File: src/rtl/battle_hp_engine.sv
// Multi-channel HP engine: one attack per valid/ready transaction, with a type-effectiveness
// lookup, a stat bonus and a saturating HP subtraction, plus sticky faint tracking per channel.
module battle_hp_engine #(
  parameter int NUM_POKE  = 2,
  parameter int HP_W      = 6,
  parameter int STAT_W    = 4,
  parameter int MAX_HP    = 63,
  parameter int DMG_HI    = 16,
  parameter int DMG_MID   = 12,
  parameter int DMG_LO    = 8,
  parameter int DMG_STEP  = 4,
  parameter logic [127:0] EFF_TABLE = '0,
  localparam int IDX_W = (NUM_POKE > 2) ? $clog2(NUM_POKE) : 1
) (
  input  logic                     clk,
  input  logic                     reset_n,
  input  logic                     init_valid,
  input  logic [IDX_W-1:0]         init_idx,
  input  logic [HP_W-1:0]          init_hp,
  input  logic                     req_valid,
  output logic                     req_ready,
  input  logic [IDX_W-1:0]         req_atk_idx,
  input  logic [IDX_W-1:0]         req_def_idx,
  input  logic [STAT_W-1:0]        req_atk,
  input  logic [STAT_W-1:0]        req_def,
  input  logic [2:0]               req_atk_typ,
  input  logic [2:0]               req_def_typ,
  output logic                     resp_valid,
  input  logic                     resp_ready,
  output logic [HP_W-1:0]          resp_dmg,
  output logic [HP_W-1:0]          resp_hp,
  output logic                     resp_faint,
  output logic                     resp_err,
  output logic [NUM_POKE*HP_W-1:0] hp_o,
  output logic [NUM_POKE-1:0]      faint_o
);

  typedef enum logic [1:0] {IDLE, LOOKUP, APPLY, DONE} state_t;

  state_t state, state_n;

  logic [IDX_W-1:0]  a_idx, d_idx;
  logic [STAT_W-1:0] atk_r, def_r;
  logic [2:0]        atyp_r, dtyp_r;
  logic [HP_W-1:0]   dmg_r;
  logic [HP_W-1:0]   hp [NUM_POKE];
  logic [NUM_POKE-1:0] faint;

  logic              accept;
  logic              init_hit;
  logic [1:0]        eff_code;
  logic [HP_W:0]     base, sum;
  logic [HP_W-1:0]   dmg_c;
  logic              a_ok, d_ok, err_c, kill_c;
  logic [HP_W-1:0]   def_hp;

  always_ff @(posedge clk or negedge reset_n) begin
    if (!reset_n) state <= IDLE;
    else          state <= state_n;
  end

  always_comb begin
    state_n    = state;
    req_ready  = 1'b0;
    resp_valid = 1'b0;
    case (state)
      IDLE: begin
        req_ready = reset_n && !init_valid;
        if (req_valid && req_ready) state_n = LOOKUP;
      end
      LOOKUP: state_n = APPLY;
      APPLY:  state_n = DONE;
      DONE: begin
        resp_valid = 1'b1;
        if (resp_ready) state_n = IDLE;
      end
      default: state_n = IDLE;
    endcase
  end

  assign accept   = (state == IDLE) && req_valid && req_ready;
  assign init_hit = (state == IDLE) && init_valid && (32'(init_idx) < NUM_POKE);

  // Damage is computed one bit wider than HP so the stat bonus can saturate instead of wrapping.
  always_comb begin
    eff_code = EFF_TABLE[{atyp_r, dtyp_r, 1'b0} +: 2];
    base     = '0;
    case (eff_code)
      2'b00:   base = (HP_W+1)'(DMG_MID);
      2'b01:   base = (HP_W+1)'(DMG_HI);
      2'b10:   base = (HP_W+1)'(DMG_LO);
      default: base = '0;
    endcase
    sum = base;
    if (eff_code != 2'b11 && atk_r > def_r) sum = base + (HP_W+1)'(DMG_STEP);
    dmg_c = sum[HP_W] ? '1 : sum[HP_W-1:0];
  end

  always_comb begin
    a_ok   = 32'(a_idx) < NUM_POKE;
    d_ok   = 32'(d_idx) < NUM_POKE;
    def_hp = d_ok ? hp[d_idx] : '0;
    err_c  = !a_ok || !d_ok || (a_idx == d_idx) || faint[a_idx] || faint[d_idx];
    kill_c = !err_c && (def_hp <= dmg_r) && (dmg_r != '0);
  end

  always_ff @(posedge clk or negedge reset_n) begin
    if (!reset_n) begin
      a_idx  <= '0;
      d_idx  <= '0;
      atk_r  <= '0;
      def_r  <= '0;
      atyp_r <= '0;
      dtyp_r <= '0;
      dmg_r  <= '0;
    end else begin
      if (accept) begin
        a_idx  <= req_atk_idx;
        d_idx  <= req_def_idx;
        atk_r  <= req_atk;
        def_r  <= req_def;
        atyp_r <= req_atk_typ;
        dtyp_r <= req_def_typ;
      end
      if (state == LOOKUP) dmg_r <= dmg_c;
    end
  end

  always_ff @(posedge clk or negedge reset_n) begin
    if (!reset_n) begin
      for (int unsigned k = 0; k < NUM_POKE; k++) hp[k] <= HP_W'(MAX_HP);
      faint <= '0;
    end else if (init_hit) begin
      hp[init_idx]    <= init_hp;
      faint[init_idx] <= (init_hp == '0);
    end else if (state == APPLY && !err_c) begin
      if (kill_c) begin
        hp[d_idx]    <= '0;
        faint[d_idx] <= 1'b1;
      end else begin
        hp[d_idx] <= def_hp - dmg_r;
      end
    end
  end

  always_ff @(posedge clk or negedge reset_n) begin
    if (!reset_n) begin
      resp_dmg   <= '0;
      resp_hp    <= '0;
      resp_faint <= 1'b0;
      resp_err   <= 1'b0;
    end else if (state == APPLY) begin
      resp_err   <= err_c;
      resp_faint <= kill_c;
      resp_dmg   <= err_c ? '0 : dmg_r;
      resp_hp    <= err_c ? def_hp : (kill_c ? '0 : def_hp - dmg_r);
    end else if (state == DONE && resp_ready) begin
      resp_dmg   <= '0;
      resp_hp    <= '0;
      resp_faint <= 1'b0;
      resp_err   <= 1'b0;
    end
  end

  always_comb begin
    hp_o = '0;
    for (int unsigned k = 0; k < NUM_POKE; k++) hp_o[k*HP_W +: HP_W] = hp[k];
  end

  assign faint_o = faint;

endmodule
File: config.mk
export PLATFORM = sky130hd
export DESIGN_NAME = battle_hp_engine
export DESIGN_NICKNAME = d
export VERILOG_FILES = /design/src/rtl/battle_hp_engine.sv
export SDC_FILE = /design/constraint.sdc
export NUM_CORES = 1
export LEC_CHECK = 0
export CAP_MARGIN = 20
export CORE_ASPECT_RATIO = 1.1
export CORE_MARGIN = 5
export CORE_UTILIZATION = 45
export CTS_CLUSTER_DIAMETER = 150
export DETAILED_ROUTE_END_ITERATION = 7
export PLACE_DENSITY = 0.75
export SKIP_LAST_GASP = 1
export SLEW_MARGIN = 20
export SYNTH_ARGS = -nofsm -noshare
export SYNTH_HDL_FRONTEND = slang
export SYNTH_SLANG_ARGS = --single-unit
File: constraint.sdc
create_clock -name clk -period 5.7 [get_ports clk]
set_input_delay 1.14 -clock clk [delete_from_list [all_inputs] [get_ports clk]]
set_output_delay 1.14 -clock clk [all_outputs]
set_load 0.05 [all_outputs]
==> metrics, run 1 <==
outcome=finished clean; clock slew at the register clock pins of the worst setup and hold paths=around 0.07 ns; cell area power density=718 mW/mm^2; critical path required time=about 4.6 ns; Worst Max-Slew Pin Slew=approximately 0.79 ns; worst reg2reg path endpoint=hp_o[11]$_DFFE_PN1P_; global-route wire length before repair=slightly below 9000 um; global route overflow=0; post-layout utilization of the core=~59%; number of H-tree levels=2; largest net degree at the start of global routing=41; post-route clock skew=about 0.011 ns; synthesis-to-layout area growth=28.2%; beginning of the critical path=init_valid; number of routed nets with antenna violations=0; vias in the first global route=about 1800; fraction of registers with async set/reset=between 90% and 100%; buffer type at the clock tree root=clkbuf_8; post-synthesis area per instance=10.8 um^2; fraction of final layout cells with drive strength greater than 1=roughly 18%; Arr. time, crit path=between 2 and 3 ns; routed wire length=roughly 5300 um; die outline area=~0.0065 mm^2; Seq pwr share=25.7%; relative contribution of the clock network to total power=13.4%; Max Clock Freq=between 200 and 300 MHz; launch point of the worst hold path=resp_hp[2]$_DFFE_PN0P_; Yosys warning count=0; half-perimeter wire length after detailed placement=3950 um; Max Fanout on Critical Path=5; Post-Syn Instances=~210; number of hold violations in the final report=0; number of max-capacitance violations reported=0; relative slew slack=approximately 47%; Die Y=84.3 um; critical path startpoint category=input port; Placer Congestion=0.836; synthesized cell area=roughly 0.0023 mm^2; commonest cells after routing, fill and taps aside=clkdlybuf4s50_1 (47), dfrtp_1 (26), nand2_1 (15); count of pins on the block boundary=58; net load switching power=995 uW; GRT Overall Usage=between 10% and 20%; worst reg-to-reg path cell count=7; Critical Setup Path Class=in -> out; Num CTS Buffers=5; Die Span X=just under 80 um; final clock period utilization by the worst path=66.3%; number of unique standard cell types used by synthesis=47; Clock Latency Late Sink=approximately 0.30 ns; RSZ-0062 raised after global routing=false; leading cell type in the layout, fill and taps excluded=clkdlybuf4s50_1; ANT cells=0; vias per std cell=between 5 and 6; sequential area share after synthesis=42.8%; min-delay worst type=reg -> reg; post-CTS setup buffers=0; Max Buffers Root-to-Sink=2; routed length per placed instance=about 17 um; Slew Limit Fails=0; FF+latch count, synth=38; Setup-failing EPs final=0; hold-critical path endpoint=resp_hp[2]$_DFFE_PN0P_; FF-to-FF setup slack=2.50 ns; internal power contribution=roughly 1.1 mW; switching share of total power=between 40 and 50%; worst-case vdd ir drop=0.000258 V; setup TNS=0 ns; overall via count from detail_route=1854; Setup crit end kind=primary output; Static Leak=between 1 and 1.5 nW; number of antenna violations at the first check in global routing=0; Final Net Count=a little under 300; predominant post-synthesis flop cell=dfrtp_1; initial cell density of the core=45.7%; TritonCTS clock tree=built; placeable core area=~0.0049 mm^2; Cells on Worst Hold Path=2; sinks on the clock net=38; Post-synth EDFFs=0; first drt pass iteration count=5; number of cell rows=27; number of DRC markers in iteration 0=between 200 and 250; final routed DRC violation total=0; final critical path time including I/O delays and setup=3.78 ns; Port-buffer cells=between 40 and 50; CTS hold repair buffers=0; number of resized instances in the post-cts repair step=0; reg2reg start=d_idx$_DFFE_PN0P_; Comb pwr share=approximately 61%
[how the worst max path moves through the flow]
stage                      to  depth (start not counted)  slack, ns
CTS                 req_ready                          3       1.92
global placement    req_ready                          3       1.92
global route        req_ready                          3       1.87
finish              req_ready                          3       1.92
detailed placement  req_ready                          3       1.93
floorplan           req_ready                          1       2.92
[logic make-up (layout without fill, tap and decap cells)]
group,count (synthesis),after routing,share of synthesized area (%)
buffers and inverters,23,70,4.99
flip-flops,38,38,42.8
other,1,3,0.166
AO/OA/AOI/OAI,61,61,20.9
XOR/XNOR,5,5,2.27
multiplexers,20,20,9.98
adder cells (fa/ha/maj),12,12,6.99
AND/OR/NAND/NOR,48,48,11.9
[cell type report]
cell class / instances / area [um^2]
clock buffer: 5 / 68.8
sequential: 38 / 966
multi-input combinational: 149 / 1180
fill: 422 / 2040
clock inverter: 3 / 68.8
timing repair buffer: 49 / 483
inverter: 13 / 48.8
tap: 58 / 72.6
[layer usage]
layer / global-route usage [%] / wire, um / vias up
li1: - / - / 863
met1: 20.1 / 2090 / 892
met4: 5.31 / 120 / 0
met2: 27.4 / 2680 / 82
met3: 4.51 / 365 / 17
met5: 0 / 0 / -
[through the flow]
| step | power (mW) | hold slack (ns) | setup slack (ns) | cell area (um^2) | instances |
|---|---|---|---|---|---|
| after floorplan | 1.47 | 0.479 | 2.92 | 2260 | 210 |
| after global placement | 1.77 | 0.463 | 1.92 | 2760 | 307 |
| after detailed placement | 1.80 | 0.480 | 1.93 | 2760 | 307 |
| after CTS | 2.09 | 0.498 | 1.92 | 2890 | 315 |
| after global routing | 2.21 | 0.511 | 1.87 | 2890 | 315 |
| final | 2.08 | 0.490 | 1.92 | 2890 | 315 |
[power groups by stage]
| stage | Combinational [mW] | Clock, mW | Sequential [mW] |
|---|---|---|---|
| 2_1_floorplan | 0.735 | 0 | 0.740 |
| 3_3_place_gp | 1.24 | 0 | 0.534 |
| 3_5_place_dp | 1.26 | 0 | 0.540 |
| 4_1_cts | 1.27 | 0.284 | 0.535 |
| 5_1_grt | 1.37 | 0.295 | 0.551 |
| 6_report | 1.26 | 0.279 | 0.534 |
[flip-flops by register name, indices dropped and copies added, names as in the netlist]
register and flops:
d_idx 1, def_r 4, faint_o 2, a_idx 1, atk_r 4, resp_hp 6
dmg_r 2, resp_faint 1, state 2, resp_dmg 2, resp_err 1, hp_o 12
[Yosys cell counts, drive strengths merged, types with 5 or more instances]
library cell	n	area, um^2
a21oi	14	77.6
inv	13	48.8
dfstp	12	315
o21a	5	37.5
o31ai	9	81.3
mux2	14	161
nor2b	5	31.3
a221oi	6	52.6
mux2i	6	63.8
o211ai	8	60.1
buf	6	48.8
and2	7	43.8
nand3	5	42.5
nor2	7	26.3
ha	11	138
nand2	15	56.3
dfrtp	26	651
[critical path, cell delays in order]
cell	delay (ns)
clkdlybuf4s50_1	0.46
and3b_1	0.24
clkdlybuf4s50_1	0.80
Note: power is estimated with default switching activity, not from simulation.
==> run 2, diff against run 1 <==
==> constraint.sdc (replaced) <==
create_clock -name clk -period 3.7 [get_ports clk]
set_input_delay 0.74 -clock clk [delete_from_list [all_inputs] [get_ports clk]]
set_output_delay 0.74 -clock clk [all_outputs]
set_load 0.05 [all_outputs]
==> metrics, run 2 (synthesized netlist as in run 1, its figures left out) <==
outcome=finished clean; Largest register FFs=12 (unchanged); half-perimeter wire length after detailed placement=4010 um (+1.5%); Critical Setup Path Class=in -> out; initial cell density of the core=45.7% (unchanged); Final Net Count=297 (+0.34%); highest cell delay on the worst timing path=0.80 ns (about the same); Worst Max-Slew Pin Slew=0.837 ns (+0.0427 ns); fraction of final layout cells with drive strength greater than 1=17.4% (-0.068 points); buffers and inverters on the worst path=2 (unchanged); critical path startpoint category=input port; setup TNS=0 ns (unchanged); global-route wire length before repair=8870 um (+1.6%); number of DRC markers in iteration 0=147 (-28%); final clock period utilization by the worst path=about 81%; number of H-tree levels=2 (unchanged); sinks on the clock net=38 (unchanged); Finished Layout Cells=316 (+0.32%); RSZ-0062 raised after global routing=false; post-route clock skew=0.00865 ns (-0.00218 ns); beginning of the critical path=init_valid; launch point of the worst hold path=resp_err$_DFFE_PN0P_; buffer type at the clock tree root=clkbuf_8; area of the multi-input gates=0.00118 mm^2 (unchanged); first drt pass iteration count=6 (+1); GRT Overall Usage=16.5% (+0.23 points); number of resized instances in the post-cts repair step=0 (unchanged); Clock Latency Late Sink=0.29 ns (about the same); number of antenna violations at the first check in global routing=0 (unchanged); Max Buffers Root-to-Sink=2 (unchanged); worst-case vdd ir drop=0.000398 V (+54%); TritonCTS clock tree=built; vias per std cell=5.72 (-2.7%); ANT cells=0 (unchanged); CP max stage cell=clkdlybuf4s50_1; number of max-capacitance violations reported=0 (unchanged); placeable core area=0.00493 mm^2 (unchanged); leading cell type in the layout, fill and taps excluded=clkdlybuf4s50_1; Slew Limit Fails=0 (unchanged); Die Span X=77.5 um (unchanged); Critical Path, Cell by Cell=clkdlybuf4s50_1 > and3b_1 > clkdlybuf4s50_1; CTS hold repair buffers=0 (unchanged); overall via count from detail_route=1809 (-2.4%); Die Y=84.3 um (unchanged); Arr. time, crit path=2.24 ns (-0.40 ns); post-CTS setup buffers=0 (unchanged); die outline area=0.00653 mm^2 (unchanged); cell count after placement=308 (+0.33%); total power=3.07 mW (+48%); commonest cells after routing, fill and taps aside=clkdlybuf4s50_1 (47), dfrtp_1 (26), nand2_1 (15); global route overflow=0 (unchanged); count of pins on the block boundary=58 (unchanged); Max Clock Freq=approximately 340 MHz; Setup-failing EPs final=0 (unchanged); sequential cell area in the final layout=966 um^2 (unchanged); largest net degree at the start of global routing=41 (unchanged); routed wire length=5200 um (-1.0%); clock slew at the register clock pins of the worst setup and hold paths=0.07 ns (about the same); dominant cell type by count on the critical path=clkdlybuf4s50_1; final critical path time including I/O delays and setup=approximately 3.0 ns; reg2reg start=d_idx$_DFFE_PN0P_; Setup crit end kind=primary output; number of routed nets with antenna violations=0 (unchanged); min-delay worst type=reg -> reg; cell area power density=1080 mW/mm^2 (+50%); Placer Congestion=0.818 (-2.1%); routed length per placed instance=16.4 um (-1.3%); number of hold violations in the final report=0 (unchanged); worst hold slack=0.478 ns (-0.0126 ns); relative slew slack=44.2% (-2.8 points); vias in the first global route=1821 (-0.33%); Static Leak=1.23 nW (-1.2%); Port-buffer cells=48 (unchanged); synthesis-to-layout area growth=26.5%; Num CTS Buffers=5 (unchanged); critical path required time=2.96 ns (-1.60 ns); number of cell rows=27 (unchanged); fillers=450 (+6.6%); final routed DRC violation total=0 (unchanged); family with the most delay on the worst path=buffers and inverters; Max Fanout on Critical Path=5 (unchanged)
-- run 2: area by class of cell --
class | instances | share of cell area [%]
inverter | 13 | 1.71
timing repair buffer | 50 | 17.2
clock buffer | 7 | 3.02
sequential | 38 | 33.8
tap | 58 | 2.54
multi-input combinational | 149 | 41.5
clock inverter | 1 | 0.175
-- run 2: worst min-delay path: stages, from the launching register on --
cell and delay [ns]:
dfrtp_1 0.34, nand2_1 0.05, nand2_1 0.05
-- run 2: per-layer routing --
metal  wire length, um  share of wire, %  track usage [%]
met5                 0                 0                0
met4                17              0.33             3.59
met3               275               5.3             3.97
met2              2730                53             28.3
met1              2170                42             21.1
-- run 2: power breakdown --
| group | total [mW] | switching (mW) | internal, mW |
|---|---|---|---|
| registers | 0.796 | 0.151 | 0.645 |
| clock network | 0.291 | 0.141 | 0.150 |
| logic | 1.98 | 1.22 | 0.759 |
-- run 2: path summary, 6_finish.rpt --
path	end	slack (ns)	cells after the start
max in group asynchronous	hp_o[2]$_DFFE_PN1P_	2.80	2
hold reg to reg	resp_err$_DFFE_PN0P_	0.48	2
min in group asynchronous	def_r[0]$_DFFE_PN0P_	0.53	2
setup reg to reg	hp_o[2]$_DFFE_PN1P_	0.90	7
hold / removal	resp_err$_DFFE_PN0P_	0.48	2
setup / recovery	req_ready	0.72	3
-- run 2: through the flow --
| stage | utilization (%) | setup slack (ns) | instance area (um^2) |
|---|---|---|---|
| floorplan | - | 0.982 | 2260 |
| global placement | 56.0 | 0.726 | 2760 |
| detailed placement | 56.0 | 0.735 | 2760 |
| CTS | 57.9 | 0.721 | 2850 |
| global route | 57.9 | 0.682 | 2850 |
| finish | 57.9 | 0.718 | 2850 |
